<file path="config.mk">
export PLATFORM = sky130hd
export DESIGN_NAME = japb_ctrl
export DESIGN_NICKNAME = d
export VERILOG_FILES = /design/src/rtl/japb_ctrl.sv
export SDC_FILE = /design/constraint.sdc
export NUM_CORES = 1
export LEC_CHECK = 0
export CAP_MARGIN = 20
export CORE_UTILIZATION = 52
export DETAILED_ROUTE_END_ITERATION = 6
export PLACE_DENSITY_LB_ADDON = 0.05
export SYNTH_ARGS = -nofsm -noshare
export SYNTH_HDL_FRONTEND = slang
export SYNTH_SLANG_ARGS = --single-unit
export TNS_END_PERCENT = 100
</file>
<file path="constraint.sdc">
create_clock -name pclk -period 5 [get_ports pclk]
set_input_delay 0.75 -clock pclk [delete_from_list [all_inputs] [get_ports pclk]]
set_output_delay 0.75 -clock pclk [all_outputs]
set_load 0.02 [all_outputs]
</file>
<file path="src/rtl/japb_ctrl.sv">
// APB control/status block for the streaming JPEG encoder: capture sequencer, W1C interrupts, config locking.
// Optional PERF_CYCLES counter at word 0xD is built only when JAPB_PERF_CNT_EN is defined.
module japb_ctrl #(
  parameter int SENSOR_X_SIZE = 720,
  parameter int SENSOR_Y_SIZE = 720,
  parameter int QF_W          = 2,
  parameter int SIZE_W        = 20,
  parameter int ADDR_W        = 4
) (
  input  logic                             pclk,
  input  logic                             preset,
  output logic                             start_capture,
  output logic [QF_W-1:0]                  qf_select,
  output logic [$clog2(SENSOR_X_SIZE)-1:0] x_size_m1,
  output logic [$clog2(SENSOR_Y_SIZE)-1:0] y_size_m1,
  input  logic                             image_valid,
  input  logic [SIZE_W-1:0]                image_size,
  output logic                             irq,
  input  logic [ADDR_W-1:0]                paddr,
  input  logic                             pwrite,
  input  logic                             psel,
  input  logic                             penable,
  output logic                             pready,
  output logic                             pslverr,
  input  logic [31:0]                      pwdata,
  output logic [31:0]                      prdata
);

  localparam int XW = $clog2(SENSOR_X_SIZE);
  localparam int YW = $clog2(SENSOR_Y_SIZE);

  localparam logic [1:0] ST_IDLE = 2'd0;
  localparam logic [1:0] ST_ARM  = 2'd1;
  localparam logic [1:0] ST_BUSY = 2'd2;

  localparam logic [ADDR_W-1:0] A_CMD    = ADDR_W'(32'h0);
  localparam logic [ADDR_W-1:0] A_STATUS = ADDR_W'(32'h1);
  localparam logic [ADDR_W-1:0] A_PEND   = ADDR_W'(32'h2);
  localparam logic [ADDR_W-1:0] A_EN     = ADDR_W'(32'h3);
  localparam logic [ADDR_W-1:0] A_QF     = ADDR_W'(32'h6);
  localparam logic [ADDR_W-1:0] A_FC     = ADDR_W'(32'h7);
  localparam logic [ADDR_W-1:0] A_SIZE   = ADDR_W'(32'h9);
  localparam logic [ADDR_W-1:0] A_RDY    = ADDR_W'(32'hA);
  localparam logic [ADDR_W-1:0] A_BYTES  = ADDR_W'(32'hB);
  localparam logic [ADDR_W-1:0] A_DONE   = ADDR_W'(32'hC);
`ifdef JAPB_PERF_CNT_EN
  localparam logic [ADDR_W-1:0] A_PERF   = ADDR_W'(32'hD);
`endif

  logic [1:0]        state_q, state_d;
  logic [1:0]        sync_q;
  logic              ready_q;
  logic [7:0]        remaining_q, remaining_d;
  logic [15:0]       frames_done_q, frames_done_d;
  logic [SIZE_W-1:0] bytes_q, bytes_d;
  logic [1:0]        pend_q, pend_d;
  logic [1:0]        en_q, en_d;
  logic [QF_W-1:0]   qf_q, qf_d;
  logic [7:0]        fc_q, fc_d;
  logic [XW-1:0]     x_q, x_d;
  logic [YW-1:0]     y_q, y_d;
  logic              start_capture_q;
  logic              irq_q;

  logic        acc_s, busy_s, ready_sync_s, rise_s;
  logic        mapped_s, ro_s, cfg_s, err_s, wr_ok_s;
  logic        start_cmd_s, abort_cmd_s, set_done_s, set_ovf_s;
  logic [31:0] rdata_s;
  logic        unused_s;

`ifdef JAPB_PERF_CNT_EN
  logic [31:0] perf_q, perf_d;
`endif

  assign acc_s        = psel & penable;
  assign busy_s       = (state_q != ST_IDLE);
  assign ready_sync_s = sync_q[1];
  assign rise_s       = ready_sync_s & ~ready_q;
  assign unused_s     = ^pwdata;

  // Address decode and access-error classification
  always_comb begin
    mapped_s = 1'b0;
    ro_s     = 1'b0;
    cfg_s    = 1'b0;
    case (paddr)
      A_CMD:    mapped_s = 1'b1;
      A_STATUS: begin mapped_s = 1'b1; ro_s = 1'b1; end
      A_PEND:   mapped_s = 1'b1;
      A_EN:     mapped_s = 1'b1;
      A_QF:     begin mapped_s = 1'b1; cfg_s = 1'b1; end
      A_FC:     begin mapped_s = 1'b1; cfg_s = 1'b1; end
      A_SIZE:   begin mapped_s = 1'b1; cfg_s = 1'b1; end
      A_RDY:    begin mapped_s = 1'b1; ro_s = 1'b1; end
      A_BYTES:  begin mapped_s = 1'b1; ro_s = 1'b1; end
      A_DONE:   begin mapped_s = 1'b1; ro_s = 1'b1; end
`ifdef JAPB_PERF_CNT_EN
      A_PERF:   begin mapped_s = 1'b1; ro_s = 1'b1; end
`endif
      default:  mapped_s = 1'b0;
    endcase
    if (acc_s) begin
      err_s = ~mapped_s
            | (pwrite & (ro_s | (cfg_s & busy_s) | ((paddr == A_CMD) & pwdata[0] & busy_s)));
    end else begin
      err_s = 1'b0;
    end
    wr_ok_s     = acc_s & pwrite & ~err_s;
    start_cmd_s = wr_ok_s & (paddr == A_CMD) & pwdata[0];
    abort_cmd_s = wr_ok_s & (paddr == A_CMD) & pwdata[1];
  end

  // Combinational read mux, zero outside a selected transfer
  always_comb begin
    rdata_s = 32'h0;
    if (psel) begin
      case (paddr)
        A_STATUS: rdata_s[1:0] = {ready_sync_s, busy_s};
        A_PEND:   rdata_s[1:0] = pend_q;
        A_EN:     rdata_s[1:0] = en_q;
        A_QF:     rdata_s[QF_W-1:0] = qf_q;
        A_FC:     rdata_s[7:0] = fc_q;
        A_SIZE:   begin rdata_s[XW-1:0] = x_q; rdata_s[16 +: YW] = y_q; end
        A_RDY:    rdata_s[0] = ready_sync_s;
        A_BYTES:  rdata_s[SIZE_W-1:0] = bytes_q;
        A_DONE:   rdata_s[15:0] = frames_done_q;
`ifdef JAPB_PERF_CNT_EN
        A_PERF:   rdata_s = perf_q;
`endif
        default:  rdata_s = 32'h0;
      endcase
    end else begin
      rdata_s = 32'h0;
    end
  end

  // Capture sequencer; ABORT overrides START and frame completion
  always_comb begin
    state_d       = state_q;
    remaining_d   = remaining_q;
    frames_done_d = frames_done_q;
    bytes_d       = bytes_q;
    set_done_s    = 1'b0;
    set_ovf_s     = 1'b0;
    if (abort_cmd_s) begin
      state_d = ST_IDLE;
    end else begin
      case (state_q)
        ST_IDLE: begin
          set_ovf_s = rise_s;
          if (start_cmd_s) begin
            state_d       = ST_ARM;
            remaining_d   = fc_q;
            frames_done_d = 16'h0;
          end else begin
            state_d = ST_IDLE;
          end
        end
        ST_ARM: begin
          set_ovf_s = rise_s;
          state_d   = ST_BUSY;
        end
        ST_BUSY: begin
          if (rise_s) begin
            bytes_d       = image_size;
            frames_done_d = frames_done_q + 16'd1;
            set_done_s    = 1'b1;
            if ((fc_q == 8'd0) || (remaining_q > 8'd1)) begin
              remaining_d = remaining_q - 8'd1;
              state_d     = ST_ARM;
            end else begin
              state_d = ST_IDLE;
            end
          end else begin
            state_d = ST_BUSY;
          end
        end
        default: state_d = ST_IDLE;
      endcase
    end
  end

  // Register-file next state; hardware pend set wins over a same-cycle W1C
  always_comb begin
    en_d = en_q;
    qf_d = qf_q;
    fc_d = fc_q;
    x_d  = x_q;
    y_d  = y_q;
    if (wr_ok_s && (paddr == A_PEND)) begin
      pend_d = pend_q & ~pwdata[1:0];
    end else begin
      pend_d = pend_q;
    end
    pend_d = pend_d | {set_ovf_s, set_done_s};
    if (wr_ok_s) begin
      case (paddr)
        A_EN:    en_d = pwdata[1:0];
        A_QF:    qf_d = pwdata[QF_W-1:0];
        A_FC:    fc_d = pwdata[7:0];
        A_SIZE:  begin x_d = pwdata[XW-1:0]; y_d = pwdata[16 +: YW]; end
        default: en_d = en_q;
      endcase
    end else begin
      en_d = en_q;
    end
  end

`ifdef JAPB_PERF_CNT_EN
  // Cycle counter: cleared on ARM entry, runs in BUSY, frozen by completion or abort
  always_comb begin
    if ((state_d == ST_ARM) && (state_q != ST_ARM)) begin
      perf_d = 32'h0;
    end else if ((state_q == ST_BUSY) && !rise_s && !abort_cmd_s) begin
      perf_d = perf_q + 32'd1;
    end else begin
      perf_d = perf_q;
    end
  end

  // Performance counter register
  always_ff @(posedge pclk) begin
    if (preset) begin
      perf_q <= 32'h0;
    end else begin
      perf_q <= perf_d;
    end
  end
`endif

  // State, configuration and synchroniser registers
  always_ff @(posedge pclk) begin
    if (preset) begin
      state_q         <= ST_IDLE;
      sync_q          <= 2'b00;
      ready_q         <= 1'b0;
      remaining_q     <= 8'h0;
      frames_done_q   <= 16'h0;
      bytes_q         <= '0;
      pend_q          <= 2'b00;
      en_q            <= 2'b00;
      qf_q            <= '0;
      fc_q            <= 8'd1;
      x_q             <= XW'(SENSOR_X_SIZE - 1);
      y_q             <= YW'(SENSOR_Y_SIZE - 1);
      start_capture_q <= 1'b0;
      irq_q           <= 1'b0;
    end else begin
      state_q         <= state_d;
      sync_q          <= {sync_q[0], image_valid};
      ready_q         <= ready_sync_s;
      remaining_q     <= remaining_d;
      frames_done_q   <= frames_done_d;
      bytes_q         <= bytes_d;
      pend_q          <= pend_d;
      en_q            <= en_d;
      qf_q            <= qf_d;
      fc_q            <= fc_d;
      x_q             <= x_d;
      y_q             <= y_d;
      start_capture_q <= (state_d == ST_ARM);
      irq_q           <= |(pend_q & en_q);
    end
  end

  assign start_capture = start_capture_q;
  assign irq           = irq_q;
  assign qf_select     = qf_q;
  assign x_size_m1     = x_q;
  assign y_size_m1     = y_q;
  assign pready        = 1'b1;
  assign pslverr       = err_s;
  assign prdata        = rdata_s;

endmodule

</file>
# Word-level counts from Yosys, hierarchy flattened
# Cells that the tools add are included.
# W data, S select, Z words.
# totals
register_bits	85
wordCells	103
# op_classes
n_lt_le_gt_ge	1
muxes	30
addsub	2
bitwise_logic	22
reduce_logical	19
n_eq_ne	15
# ops
cell	count
$mux W16	2
$pmux W16 S2	1
$mux W26	1
$mux W8	3
$pmux W6 S4	1
$add A16 B1 Y16 const B	1
$eq A4 B4 Y1 const B	4
$pmux W8 S2	1
$pmux W2 S3	2
$pmux W6 S2	1
$and A1 B1 Y1	11
$mux W1	11
$reduce_or A10 Y1	1
$pmux W1 S9	1
$eq A4 B2 Y1 const B	2
$eq A4 B3 Y1 const B	2
$gt A8 B1 Y1 const B	1
$logic_not A8 Y1	1
$pmux W1 S8	1
$pmux W4 S2	1
$reduce_and A2 Y1	4
$sub A8 B1 Y8 const B	1
$mux W2	3
$mux W6	1
20 further kinds	31

# Longest topological paths before layout
# Gate-level depths: netlist of the first run.
# depth
ltp_word	17
depth_mapped	9

# Worst setup path after synthesis of the first run
# No wires, ideal clock.
# synth_path
path_type	input -> output
from	input port paddr[0]
to	output port prdata[2]
stages	7
setup_slack_ns	1.880
t_arrival_ns	2.370
n_path_buf	3
cell_sequence	buf_2 nor2b_1 and3_1 clkbuf_1 buf_1 a222oi_1 a21oi_1
# synth_via
elab_chain_cells	3
word_cells_on_any_way	6
classes_between	eq/ne (4); mux (2)
# synth_rtl
item	line_no	rtl
from (decl)	19	input logic [ADDR_W-1:0] paddr,
$eq A4 B4 Y1 / $eq A4 B3 Y1 (equally long branches)	117	case (paddr)
$pmux W6 S4 *	117	
$mux W26 *	116	if (psel) begin
to (decl)	26	output logic [31:0] prdata
# Mark *: on every way between the ends. The rest lies on a longest branch, timed or not.

# Worst setup path after layout of the first run
# layout_path
from	input port paddr[1]
to	output port prdata[7]
# The elaborated chain is that of the path after synthesis.

==> impl_metrics.json, run 1 <==
{
  "cts_tree": "done",
  "routed.top_layer": "met4",
  "finalSetupTns_ps": 0,
  "cts_buffers": 9,
  "die_area_um2": 8610,
  "critPathRequiredTime_ps": 4250,
  "initial_core_util_pct": 54.6,
  "coreArea_um2": 7850,
  "wl_per_cell_um": 17.7,
  "vias": 4414,
  "slew_viol_final": 0,
  "p_per_area_nw_per_um2": 239,
  "synth_edf_count": 0,
  "vias_per_cell": 5.97,
  "grt_setup_unrepaired": "no",
  "yosys_most_used_dff": "dfxtp_1",
  "wl_met2_mm": 6.02,
  "start_kind": "input pin",
  "setup_viol": 0,
  "clk_path_buf_depth": 2,
  "areaGrowthSynthToFinish_pct": 28.1,
  "globalRouteOverflowTotal": 0,
  "placed_cells": 723,
  "max_cap_viol_count": 0,
  "r2r_slack_ps": 2300,
  "cts_resized": 0,
  "layout-drive-gt1-share_pct": 5.02,
  "hold_path_class": "flip-flop to flip-flop",
  "fin_nets": 697,
  "diodes": 0,
  "arrival_ps": 3410,
  "dp_hpwl_mm": 9.01,
  "clock_sinks": 85,
  "crit_type": "input pin to output pin",
  "synth-seq-cells": 85,
  "slowest_delay_ps": 750,
  "yosys_warnings": 0,
  "io_pins": 120,
  "wirelength_mm": 13.1,
  "dr_wl_met3_mm": 1.03,
  "fill_cells": 669,
  "gp_congestion": 0.897,
  "min_from": "sync_q[0]$_SDFF_PP0_",
  "cpMaxStageDelayCell": "clkdlybuf4s50_1",
  "hold_violations": 0,
  "portBuffers": 100,
  "cts-root-buf": "clkbuf_8",
  "clkLatencyLatePin_ps": 360,
  "ys_types": 54,
  "grt_pass1_vias": 4241,
  "drc": 0,
  "std_cell_rows": 32,
  "avgSynthCellArea_um2": 7.74,
  "period_needed_ps": 4160,
  "max_freq_mhz": 241,
  "synthArstFlopShare_pct": 0,
  "worstMarginPinSlew_ps": 1070,
  "skew_ps": 9.28,
  "path_cells": "clkdlybuf4s50_1 > nor2b_1 > and3_1 > a222oi_1 > a21oi_1 > clkdlybuf4s50_1",
  "synth_cells": 554,
  "path_buf_inv": 2,
  "clk_pin_slew_ps": 80,
  "r2r_start": "state_q[1]$_SDFF_PP0_",
  "ys_seq_area_share_pct": 39.7,
  "instances_no_fill": 739,
  "p_leak_nw": 1.96,
  "relSlewSlack_pct": 28.5,
  "wirelength_met1_mm": 5.81,
  "grt_pass1_wl_mm": 20.9,
  "grt_max_degree": 57,
  "h-tree-depth": 3,
  "drt-initial-drc-count": 334,
  "end_kind": "output pin",
  "crit_fanout": 15,
  "cp_top_family": "buffers and inverters",
  "die_x_um": 92.8,
  "track_usage_pct": 31.2,
  "status": "finished clean",
  "hold_buffers": 0,
  "antenna_found_initial": 0,
  "first_pass_iters": 6,
  "fin_crit_sh_pct": 83.2,
  "vdd_drop_max_mv": 0.142,
  "ant_nets": 0,
  "die_height_um": 92.8,
  "path_common_cell": "clkdlybuf4s50_1",
  "startpoint": "paddr[1]",
  "syn_area_um2": 4290,
  "cts_setup_buffers": 0
}
## flip-flops by register name, summed over array words and instances, names as in the netlist, 2 cells and up
signal	cells
bytes_q	20
en_q	2
fc_q	8
frames_done_q	16
pend_q	2
qf_select	2
remaining_q	8
state_q	2
sync_q	2
x_size_m1	10
y_size_m1	10
## worst paths after layout
path	to	depth (start not counted)
hold reg to reg	sync_q[1]$_SDFF_PP0_	1
setup reg to reg	frames_done_q[7]$_SDFFE_PP0P_	5
setup / recovery	prdata[7]	6
hold / removal	sync_q[1]$_SDFF_PP0_	1
## worst register-to-register path, delay by kind of cell, from the launching register on
family	cells	cell delay, ps
AO/OA/AOI/OAI	3	1030
AND/OR/NAND/NOR	2	1110
flip-flops	1	480
## per-layer routing
layer | vias to the layer above | global-route usage, %
li1 | 2117 | -
met1 | 2092 | 40.9
met2 | 180 | 49.2
met3 | 25 | 8.70
met4 | 0 | 10.6
met5 | - | 0
## power breakdown
part	switching (mW)	internal, mW	total (mW)
clock network	0.255	0.258	0.513
logic	0.0609	0.0564	0.117
registers	0.00274	0.679	0.682
## cell families after synthesis
kind of cell             count (synthesis)  share of synthesized area, %
AO/OA/AOI/OAI                          145                          21.7
XOR/XNOR                                 3                         0.613
multiplexers                            14                          3.33
AND/OR/NAND/NOR                        239                          26.9
buffers and inverters                   63                          6.63
adder cells (fa/ha/maj)                  3                         0.876
flip-flops                              85                          39.7
other                                    2                         0.175
## metrics by stage
stage	util (%)	power (mW)	instance area, um2	hold slack, ps	setup WS, ps
CTS	69.9	1.32	5490	460	896
global route	69.9	1.36	5490	476	660
finish	69.9	1.31	5490	457	842
floorplan	-	0.754	4300	414	1880
global placement	67.3	0.814	5280	416	871
detailed placement	67.3	0.814	5280	446	921
## cell usage after synthesis (4+ instances only)
cell      instances  area share [%]
nand2_1         103             9.0
nor2_1           30             2.6
a22oi_1          11             1.9
a222oi_1          9             2.1
and3_1           16             2.3
nand4_1           5            0.73
dfxtp_1          85              40
or4_1             9             1.6
a21oi_1          66             7.7
nand3_1          24             2.8
buf_1             4            0.35
nor2b_1          22             3.2
mux2i_1          12             2.8
o32ai_1           6             1.2
o21ai_0          17             2.0
or3_1             8             1.2
buf_4             8             1.4
inv_1            15             1.3
nor3_1            6            0.70
o31ai_1           7             1.2
clkbuf_1         32             2.8
## layout make-up
class	instances	area, um2	share of cell area (%)
Inverter	15	56.3	1.03
Multi-Input combinational cell	411	2320	42.3
Tap cell	102	128	2.33
Sequential cell	85	1700	31.0
Timing Repair Buffer	110	1070	19.5
Clock inverter	5	56.3	1.03
Clock buffer	11	151	2.76
## placed cells by master, fill, tap and decap left out, types with 2 or more instances in the layout
| master | n |
|---|---|
| nand3_1 | 24 |
| and2_1 | 3 |
| o31ai_1 | 7 |
| buf_4 | 10 |
| ha_1 | 3 |
| clkbuf_8 | 11 |
| a211oi_1 | 2 |
| a222oi_1 | 9 |
| and3_1 | 16 |
| a22oi_1 | 11 |
| nand2b_1 | 3 |
| xnor2_1 | 3 |
| or4_1 | 9 |
| nor2_1 | 30 |
| o21ai_0 | 16 |
| a21o_1 | 3 |
| o32ai_1 | 6 |
| conb_1 | 7 |
| nor3_1 | 6 |
| nor2b_1 | 22 |
| o41ai_1 | 2 |
| mux2i_1 | 12 |
| a221oi_1 | 2 |
| nand4_1 | 5 |
| o311ai_0 | 2 |
| mux2_2 | 2 |
| clkinv_2 | 2 |
| or3_1 | 8 |
| clkdlybuf4s50_1 | 99 |
| nand2_1 | 103 |
| a31oi_1 | 2 |
| o211ai_1 | 3 |
| nor4_1 | 3 |
| a21oi_1 | 66 |
| and4_1 | 2 |
| dfxtp_1 | 85 |
| o2111ai_1 | 2 |
| inv_1 | 15 |
(Power assumes the default switching activity.)
==> run 2, diff against run 1 <==
CORE_UTILIZATION = 48   (was 52)
clock period = 4 ns   (was 5 ns; I/O delays follow)
==> run 2 against run 1 <==
Against the previous run:
- critical path depth increased by 1
- routed wire length decreased by 0.36%
- cell area increased by 0.89%
- via count decreased by 0.11%
- worst hold slack got worse by 5.7 ps
- largest cell class unchanged
==> impl_metrics.json, run 2 (synthesized netlist as in run 1, its figures left out) <==
{
  "status": "finished clean",
  "end_kind": "output pin",
  "hold_buffers": 0,
  "arrival_ps": 3080,
  "cts_buffers": 9,
  "cts-root-buf": "clkbuf_8",
  "p_per_area_nw_per_um2": 297,
  "drt-initial-drc-count": 226,
  "grt_pass1_vias": 4009,
  "slowest_delay_ps": 690,
  "std_cell_rows": 34,
  "clkLatencyLatePin_ps": 360,
  "relSlewSlack_pct": 43.7,
  "antenna_found_initial": 0,
  "largest_reg_flops": 20,
  "die_x_um": 96.5,
  "cpMaxStageDelayCell": "clkdlybuf4s50_1",
  "cts_setup_buffers": 0,
  "cp_top_family": "buffers and inverters",
  "layout_commonest_cell": "nand2_1",
  "fill_cells": 767,
  "diodes": 0,
  "die_area_um2": 9310,
  "final_area_um2": 5540,
  "vias_per_cell": 5.87,
  "grt_max_degree": 56,
  "gp_congestion": 0.861,
  "drc": 0,
  "dp_hpwl_mm": 9.24,
  "clk_pin_slew_ps": 90,
  "fin_crit_sh_pct": 92.0,
  "path_buf_inv": 3,
  "dpl_cell_area_um2": 5330,
  "cts_tree": "done",
  "wl_per_cell_um": 17.4,
  "h-tree-depth": 3,
  "track_usage_pct": 28.9,
  "top_regs": "bytes_q (20), frames_done_q (16)",
  "wirelength_mm": 13.1,
  "top_register": "bytes_q",
  "die_height_um": 96.5,
  "cts_resized": 0,
  "clk_path_buf_depth": 2,
  "coreArea_um2": 8680,
  "grt_setup_unrepaired": "no",
  "most-common-layout-cells": "nand2_1, clkdlybuf4s50_1, dfxtp_1",
  "initial_core_util_pct": 49.4,
  "path_cells": "clkdlybuf4s50_1 > nor2b_1 > nor2b_1 > buf_4 > a222oi_1 > a21oi_1 > clkdlybuf4s50_1",
  "grt_pass1_wl_mm": 20.3,
  "hold_violations": 0,
  "fin_nets": 703,
  "hold_path_class": "flip-flop to flip-flop",
  "clock_sinks": 85,
  "crit_fanout": 15,
  "crit_type": "input pin to output pin",
  "portBuffers": 100,
  "io_pins": 120,
  "vdd_drop_max_mv": 0.159,
  "finalSetupTns_ps": 0,
  "max_cap_viol_count": 0,
  "max_freq_mhz": 272,
  "critPathRequiredTime_ps": 3400,
  "ant_nets": 0,
  "layout-drive-gt1-share_pct": 5.91,
  "skew_ps": 12.4,
  "period_needed_ps": 3680,
  "areaGrowthSynthToFinish_pct": 29.2,
  "worstMarginPinSlew_ps": 844,
  "vias": 4409,
  "setup_viol": 0,
  "first_pass_iters": 5,
  "start_kind": "input pin",
  "globalRouteOverflowTotal": 0,
  "p_leak_nw": 1.99,
  "slew_viol_final": 0
}
## run 2: path summary, 6_finish.rpt
path | slack, ps | depth (start not counted) | end | start
max | 320 | 7 | prdata[5] | paddr[1]
min | 450 | 1 | sync_q[1]$_SDFF_PP0_ | sync_q[0]$_SDFF_PP0_
max reg2reg | 1380 | 5 | frames_done_q[13]$_SDFFE_PP0P_ | state_q[1]$_SDFF_PP0_
min reg2reg | 450 | 1 | sync_q[1]$_SDFF_PP0_ | sync_q[0]$_SDFF_PP0_
## run 2: layer usage
metal  routed length [um]  GRT usage (%)
met4                  274           11.5
met2                 5860           43.1
met1                 5960           40.1
met5                    0              0
met3                  961           6.73
## run 2: area by class of cell
class | instances | area, um2 | area share, %
well taps | 108 | 135 | 2.44
repair buffers | 116 | 1120 | 20.2
inverters | 15 | 56.3 | 1.02
multi-input cells | 411 | 2320 | 42.0
clock inverters | 7 | 80.1 | 1.45
clock buffers | 9 | 124 | 2.24
flip-flops and latches | 85 | 1700 | 30.7
## run 2: through the flow
stage               hold WS (ps)  setup slack (ps)  total power [mW]  utilization, %  instances
detailed placement           432               379              1.02            61.4        735
global placement             421               382              1.02            61.4        735
floorplan                    414              1180             0.942               -        559
finish                       451               318              1.64            63.8        751
CTS                          457               372              1.65            63.8        751
global route                 478               200              1.69            63.8        751
## run 2: worst reg2reg max path, stage by stage, from the launching register on
cell and delay, ps:
dfxtp_1 480, nor2_1 450, a41oi_1 330, a21o_1 540, or4_1 610, a21oi_1 150
## run 2: power breakdown
group / switching [mW] / leakage [nW] / total [mW] / internal (mW)
combinational: 0.0776 / 1.20 / 0.150 / 0.0727
sequential: 0.00362 / 0.686 / 0.853 / 0.849
clock: 0.341 / 0.102 / 0.639 / 0.297
total: 0.423 / 1.99 / 1.64 / 1.22
